==> src/rtl/cla_pipe.sv <==
// Pipelined carry-lookahead adder/subtractor: DW bits split into NSTG registered carry segments.
// Optional signed-overflow output is built only when CLA_OVF_EN is defined.

module ClaSegment #(
   parameter int W = 8
) (
   input  logic [W-1:0] a,
   input  logic [W-1:0] b,
   input  logic         cin,
   output logic [W-1:0] sum,
   output logic         cout
);

   localparam int NG = W / 4;

   logic [W-1:0]  g;
   logic [W-1:0]  p;
   logic [NG-1:0] grpG;
   logic [NG-1:0] grpP;
   logic [NG:0]   grpC;
   logic [W-1:0]  bitC;

   assign g = a & b;
   assign p = a ^ b;

   always_comb begin
      grpG = '0;
      grpP = '0;
      for (int j = 0; j < NG; j++) begin
         grpP[j] = &p[4*j +: 4];
         grpG[j] = g[4*j+3]
                 | (p[4*j+3] & g[4*j+2])
                 | (p[4*j+3] & p[4*j+2] & g[4*j+1])
                 | (p[4*j+3] & p[4*j+2] & p[4*j+1] & g[4*j]);
      end
   end

   // Each group carry is a flat sum of generate/propagate products back to cin.
   always_comb begin : groupLookahead
      logic prod;
      logic acc;
      grpC    = '0;
      grpC[0] = cin;
      for (int j = 0; j < NG; j++) begin
         prod = 1'b1;
         acc  = grpG[j];
         for (int i = j - 1; i >= 0; i--) begin
            prod = prod & grpP[i+1];
            acc  = acc | (grpG[i] & prod);
         end
         prod      = prod & grpP[0];
         acc       = acc | (cin & prod);
         grpC[j+1] = acc;
      end
   end

   always_comb begin : bitCarries
      logic cur;
      bitC = '0;
      for (int j = 0; j < NG; j++) begin
         cur = grpC[j];
         for (int n = 0; n < 4; n++) begin
            bitC[4*j+n] = cur;
            cur         = g[4*j+n] | (p[4*j+n] & cur);
         end
      end
   end

   assign sum  = p ^ bitC;
   assign cout = grpC[NG];

endmodule

module cla_pipe #(
   parameter int DW   = 32,
   parameter int NSTG = 4
) (
   input  logic          i_clk,
   input  logic          i_rst,
   input  logic          i_en,
   input  logic          i_vld,
   input  logic          i_sub,
   input  logic [DW-1:0] i_a,
   input  logic [DW-1:0] i_b,
   input  logic          i_c,
   output logic          o_vld,
   output logic [DW-1:0] o_s,
   output logic          o_c,
   output logic          o_ovf
);

   localparam int SEG = DW / NSTG;

   logic [DW-1:0] bEff;
   logic          cinEff;

   assign bEff   = i_b ^ {DW{i_sub}};
   assign cinEff = i_c ^ i_sub;

   for (genvar k = 0; k < NSTG; k++) begin : gStg
      localparam int REM = DW - (k + 1) * SEG;

      logic [SEG-1:0]         segA;
      logic [SEG-1:0]         segB;
      logic [SEG-1:0]         segSum;
      logic                   segCin;
      logic                   segCout;
      logic                   vldIn;
      logic [(k+1)*SEG-1:0]   sum_d;
      logic [(k+1)*SEG-1:0]   sum_q;
      logic                   carry_q;
      logic                   vld_q;

      // Stage k takes its operand slice from the skew chain and its carry from stage k-1.
      if (k == 0) begin : gHead
         assign segA   = i_a[SEG-1:0];
         assign segB   = bEff[SEG-1:0];
         assign segCin = cinEff;
         assign vldIn  = i_vld;
         assign sum_d  = segSum;
      end else begin : gTail
         assign segA   = gStg[k-1].gOps.opA_q[SEG-1:0];
         assign segB   = gStg[k-1].gOps.opB_q[SEG-1:0];
         assign segCin = gStg[k-1].carry_q;
         assign vldIn  = gStg[k-1].vld_q;
         assign sum_d  = {segSum, gStg[k-1].sum_q};
      end

      ClaSegment #(.W(SEG)) uAdd (
         .a    (segA),
         .b    (segB),
         .cin  (segCin),
         .sum  (segSum),
         .cout (segCout)
      );

      always_ff @(posedge i_clk) begin
         if (i_rst) begin
            vld_q   <= 1'b0;
            carry_q <= 1'b0;
            sum_q   <= '0;
         end else if (i_en) begin
            vld_q <= vldIn;
            if (vldIn) begin
               carry_q <= segCout;
               sum_q   <= sum_d;
            end
         end
      end

      if (REM > 0) begin : gOps
         logic [REM-1:0] opA_d;
         logic [REM-1:0] opB_d;
         logic [REM-1:0] opA_q;
         logic [REM-1:0] opB_q;

         if (k == 0) begin : gSrcIn
            assign opA_d = i_a[DW-1:SEG];
            assign opB_d = bEff[DW-1:SEG];
         end else begin : gSrcPrev
            assign opA_d = gStg[k-1].gOps.opA_q[REM+SEG-1:SEG];
            assign opB_d = gStg[k-1].gOps.opB_q[REM+SEG-1:SEG];
         end

         always_ff @(posedge i_clk) begin
            if (i_rst) begin
               opA_q <= '0;
               opB_q <= '0;
            end else if (i_en && vldIn) begin
               opA_q <= opA_d;
               opB_q <= opB_d;
            end
         end
      end
   end

   assign o_vld = gStg[NSTG-1].vld_q;
   assign o_s   = gStg[NSTG-1].sum_q;
   assign o_c   = gStg[NSTG-1].carry_q;

`ifdef CLA_OVF_EN
   logic ovf_d;
   logic ovf_q;

   // Carry into the MSB is recovered from the MSB's operand and sum bits.
   assign ovf_d = gStg[NSTG-1].segA[SEG-1] ^ gStg[NSTG-1].segB[SEG-1]
                ^ gStg[NSTG-1].segSum[SEG-1] ^ gStg[NSTG-1].segCout;

   always_ff @(posedge i_clk) begin
      if (i_rst) begin
         ovf_q <= 1'b0;
      end else if (i_en && gStg[NSTG-1].vldIn) begin
         ovf_q <= ovf_d;
      end
   end

   assign o_ovf = ovf_q;
`else
   assign o_ovf = 1'b0;
`endif

endmodule

==> config.mk <==
export PLATFORM = sky130hd
export DESIGN_NAME = cla_pipe
export DESIGN_NICKNAME = d
export VERILOG_FILES = /design/src/rtl/cla_pipe.sv
export SDC_FILE = /design/constraint.sdc
export NUM_CORES = 1
export LEC_CHECK = 0
export CORE_AREA = 2 2 129 131
export DETAILED_ROUTE_END_ITERATION = 8
export DIE_AREA = 0 0 131 133
export PLACE_DENSITY = 0.73
export SLEW_MARGIN = 20
export SYNTH_ARGS = -nofsm -noshare
export SYNTH_HDL_FRONTEND = slang
export SYNTH_SLANG_ARGS = --single-unit
==> constraint.sdc <==
create_clock -name i_clk -period 6.3 [get_ports i_clk]
set_clock_uncertainty 0.2 [all_clocks]
set_input_delay 1.26 -clock i_clk [delete_from_list [all_inputs] [get_ports i_clk]]
set_output_delay 1.26 -clock i_clk [all_outputs]
set_load 0.01 [all_outputs]
==> flow_summary_export.csv <==
group,metric,value,unit
run_status,status,"finished, final reports clean",
floorplan,die_h,133,um
layout,syn_to_final_growth,20.75,%
synthesis,yosysSeqAreaShare,46.64,%
setup_path,crit_buf_inv,1,
hold_path,min_path_cells,2,
synthesis,yosysWarnings,0,
setup_path,critical_path.top_delay_family,"adder cells",
placed_design,dp_hpwl,10840,um
global_route,track_usage,18.66,%
placed_design,numPortBuffers,103,
setup_path,crit_path_frequent_cell,"fa_1",
clock_tree,cts_resized,0,
synthesis,syn_area_per_cell,8.429,um2
detailed_routing,routed_wl,15630,um
detailed_routing,first_iter_violations,394,
power_and_ir_drop,combinationalPowerShare,8.5,%
floorplan,ios,105,
layout,final_common_cell,"nand2_1",
clock_tree,cts_buffers,17,
timing,max_freq,0.2424,GHz
setup_path,crit_arrival,4280,ps
hold_path,holdPathEnd,"gStg[2].gOps.opB_q[6]",
floorplan,dieArea,17420,um2
clock_tree,clk_latency,430,ps
setup_path,timing.rr.start,"gStg[0].gOps.opA_q[1]",
power_and_ir_drop,p_leak,3.413,nW
timing,slew_headroom,34.07,%
detailed_routing,wl_per_cell,12.65,um
setup_path,worstPathRequired,6450,ps
hold_path,hold_class,"reg2reg",
timing,slew_viol_final,0,
layout,final_cell_mix,"nand2_1, dfxtp_1, a21oi_1",
floorplan,start_util,48.84,%
floorplan,die_x,131,um
timing,whs,251.7,ps
synthesis,syn-num-nets,1063,
flow_run,cap_violations,0,
setup_path,cp_slowest_stage_delay,470,ps
timing,rsz0062_at_grt,"false",
setup_path,cp_cell_sequence,"clkdlybuf4s50_1 > xor2_1 > ha_1 > o21ai_0 > o21bai_1 > nand2_1 > fa_1 > fa_1 > fa_1 > xnor2_1 > nand2_1 > a21oi_1",
setup_path,path_class,"in2reg",
synthesis,synth_cells,937,
power_and_ir_drop,switchingPower,0.0005766,W
timing,min_period,4125,ps
timing,setup_tns,0,ps
clock_tree,clk_path_buf_depth,2,
global_route,grt_pass1_wl,25970,um
placed_design,routabilityCongestion,0.8306,
clock_tree,clk_pin_slew,70,ps
synthesis,synth.distinct_cells,32,
detailed_routing,vias,6046,
clock_tree,cts.sinks,184,
power_and_ir_drop,p_int,0.001880,W
detailed_routing,ant_nets,0,
power_and_ir_drop,p_per_area,257.6,nW/um2
power_and_ir_drop,p_sw_share,23.47,%
setup_path,rr_endpoint,"gStg[1].sum_q[15]",
setup_path,startpoint_type,"input pin",
layout,final_nets,1129,
detailed_routing,firstDrtPassIters,4,
layout,finish.utilization,58.97,%
layout,drive_gt1_share,4.232,%
synthesis,synth_area,7898,um2
timing,timing.final.crit_share,65.48,%
setup_path,cp-end-kind,"register",
floorplan,fp.coreArea,16170,um2
clock_tree,cts_setup_buffers,0,
hold_path,min_from,"gStg[1].gOps.opB_q[14]",
layout,antenna_cells,0,
setup_path,rr_worst_depth,9,
detailed_routing,route.detailed.drc,0,
synthesis,ys_ff_latch,184,
detailed_routing,vias_per_cell,4.892,
clock_tree,root_buffer,"clkbuf_16",
power_and_ir_drop,clkPwrFrac,42.2,%
setup_path,reg2reg_slack,3410,ps
clock_tree,htree_num_levels,4,
timing,setup_viol,0,
global_route,antenna_found_initial,0,
timing,worst_slew_pin_slew,988.9,ps
power_and_ir_drop,p_seq_share,49.3,%
timing,hold_viol,0,
global_route,grt_start_max_net_pins,97,
setup_path,path_max_fanout,3,
global_route,grt_overflow,0,
global_route,first_global_vias,5490,
setup_path,critical_path.slowest_cell,"clkdlybuf4s50_1",
layout,num-fill-cells,1488,
clock_tree,cts-hold-fix-buffers,0,
power_and_ir_drop,ir_worst_vdd,0.1952,mV
clock_tree,cts_tree,"done",
floorplan,num_rows,47,
==> per-stage QoR <==
step	std cells	worst slack [ps]	instance area, um2	total power [W]
finish	1236	2175	9537	0.002457
global placement	1204	1892	8957	0.001438
global route	1236	2040	9537	0.002561
CTS	1236	2163	9537	0.002482
floorplan	937	2154	7898	0.001367
detailed placement	1204	1718	8959	0.001445
==> cell usage after synthesis <==
cell,instances,share of area (%)
nor3_1,1,0.063
nand2_1,287,14
buf_6,1,0.14
o31ai_1,1,0.095
o41a_1,3,0.43
and2_1,4,0.32
a21oi_1,158,10
a211oi_1,38,3.6
ha_1,32,5.1
or3_1,1,0.079
buf_4,7,0.67
o21ai_0,1,0.063
nand4_1,4,0.32
nor2b_1,1,0.079
o21bai_1,1,0.095
xnor2_1,30,3.3
inv_1,31,1.5
conb_1,1,0.047
nand3_1,6,0.38
a221o_1,1,0.13
buf_1,3,0.14
nand2b_1,4,0.32
a21boi_0,3,0.29
xor2_1,11,1.2
nor2_1,40,1.9
clkbuf_1,30,1.4
dfxtp_1,184,47
a31oi_1,1,0.079
buf_2,24,1.5
a21o_1,3,0.29
o21ai_1,1,0.063
fa_1,24,6.1
==> routing by layer <==
| layer | GRT usage, % | vias up | share of wire (%) |
|---|---|---|---|
| met5 | 0 | - | 0 |
| met1 | 27.72 | 2708 | 52 |
| met4 | 6.147 | 0 | 0.73 |
| li1 | - | 3203 | - |
| met3 | 3.882 | 9 | 4.2 |
| met2 | 27.00 | 126 | 43 |
==> worst max-delay path by stage <==
stage	to	startpoint	depth (start not counted)	slack, ps
3_5_place_dp	gStg[0].sum_q[7]	i_b[2]	12	1720
5_1_grt	gStg[0].sum_q[7]	i_b[2]	12	2040
6_report	gStg[0].sum_q[7]	i_b[2]	12	2170
2_1_floorplan	gStg[0].sum_q[7]	i_sub	13	2150
3_3_place_gp	gStg[0].sum_q[7]	i_b[2]	12	1890
4_1_cts	gStg[0].sum_q[7]	i_b[2]	12	2160
==> power groups by stage <==
stage | logic, W | clock network (W) | registers [W]
finish | 0.000209 | 0.00104 | 0.00121
global route | 0.000234 | 0.00111 | 0.00121
CTS | 0.000211 | 0.00106 | 0.00121
detailed placement | 0.000209 | 0 | 0.00124
global placement | 0.000203 | 0 | 0.00124
floorplan | 0.000135 | 0 | 0.00123
==> cell type report <==
type                       count  area, um2  area share, %
clock buffer                  19      432.9          4.539
inverter                      31      116.4          1.220
clock inverter                13      145.1          1.522
timing repair buffer         112       1091          11.44
multi-input combinational    657       3792          39.77
sequential                   184       3684          38.62
tap                          220      275.3          2.886
==> state kept, by name, summed over array words and instances, names as in the netlist <==
register         cells
o_vld                1
o_s                 32
gStg.gOps.opA_q     48
o_c                  1
gStg.carry_q         3
gStg.vld_q           3
gStg.sum_q          48
gStg.gOps.opB_q     48
==> worst reg2reg max path, delay by kind of cell (launching register included) <==
kind                     cells  cell delay, ps
AO/OA/AOI/OAI                3             520
adder cells (fa/ha/maj)      4            1530
AND/OR/NAND/NOR              1              70
flip-flops                   1             340
XOR/XNOR                     1             140
==> logic make-up after synthesis <==
kind of cell,share of synthesized area [%]
AND/OR/NAND/NOR,17.09
AO/OA/AOI/OAI,15.15
flip-flops,46.64
buffers and inverters,5.371
adder cells (fa/ha/maj),11.15
XOR/XNOR,4.547
other,0.04748
Power figures use the tool's default switching activity.
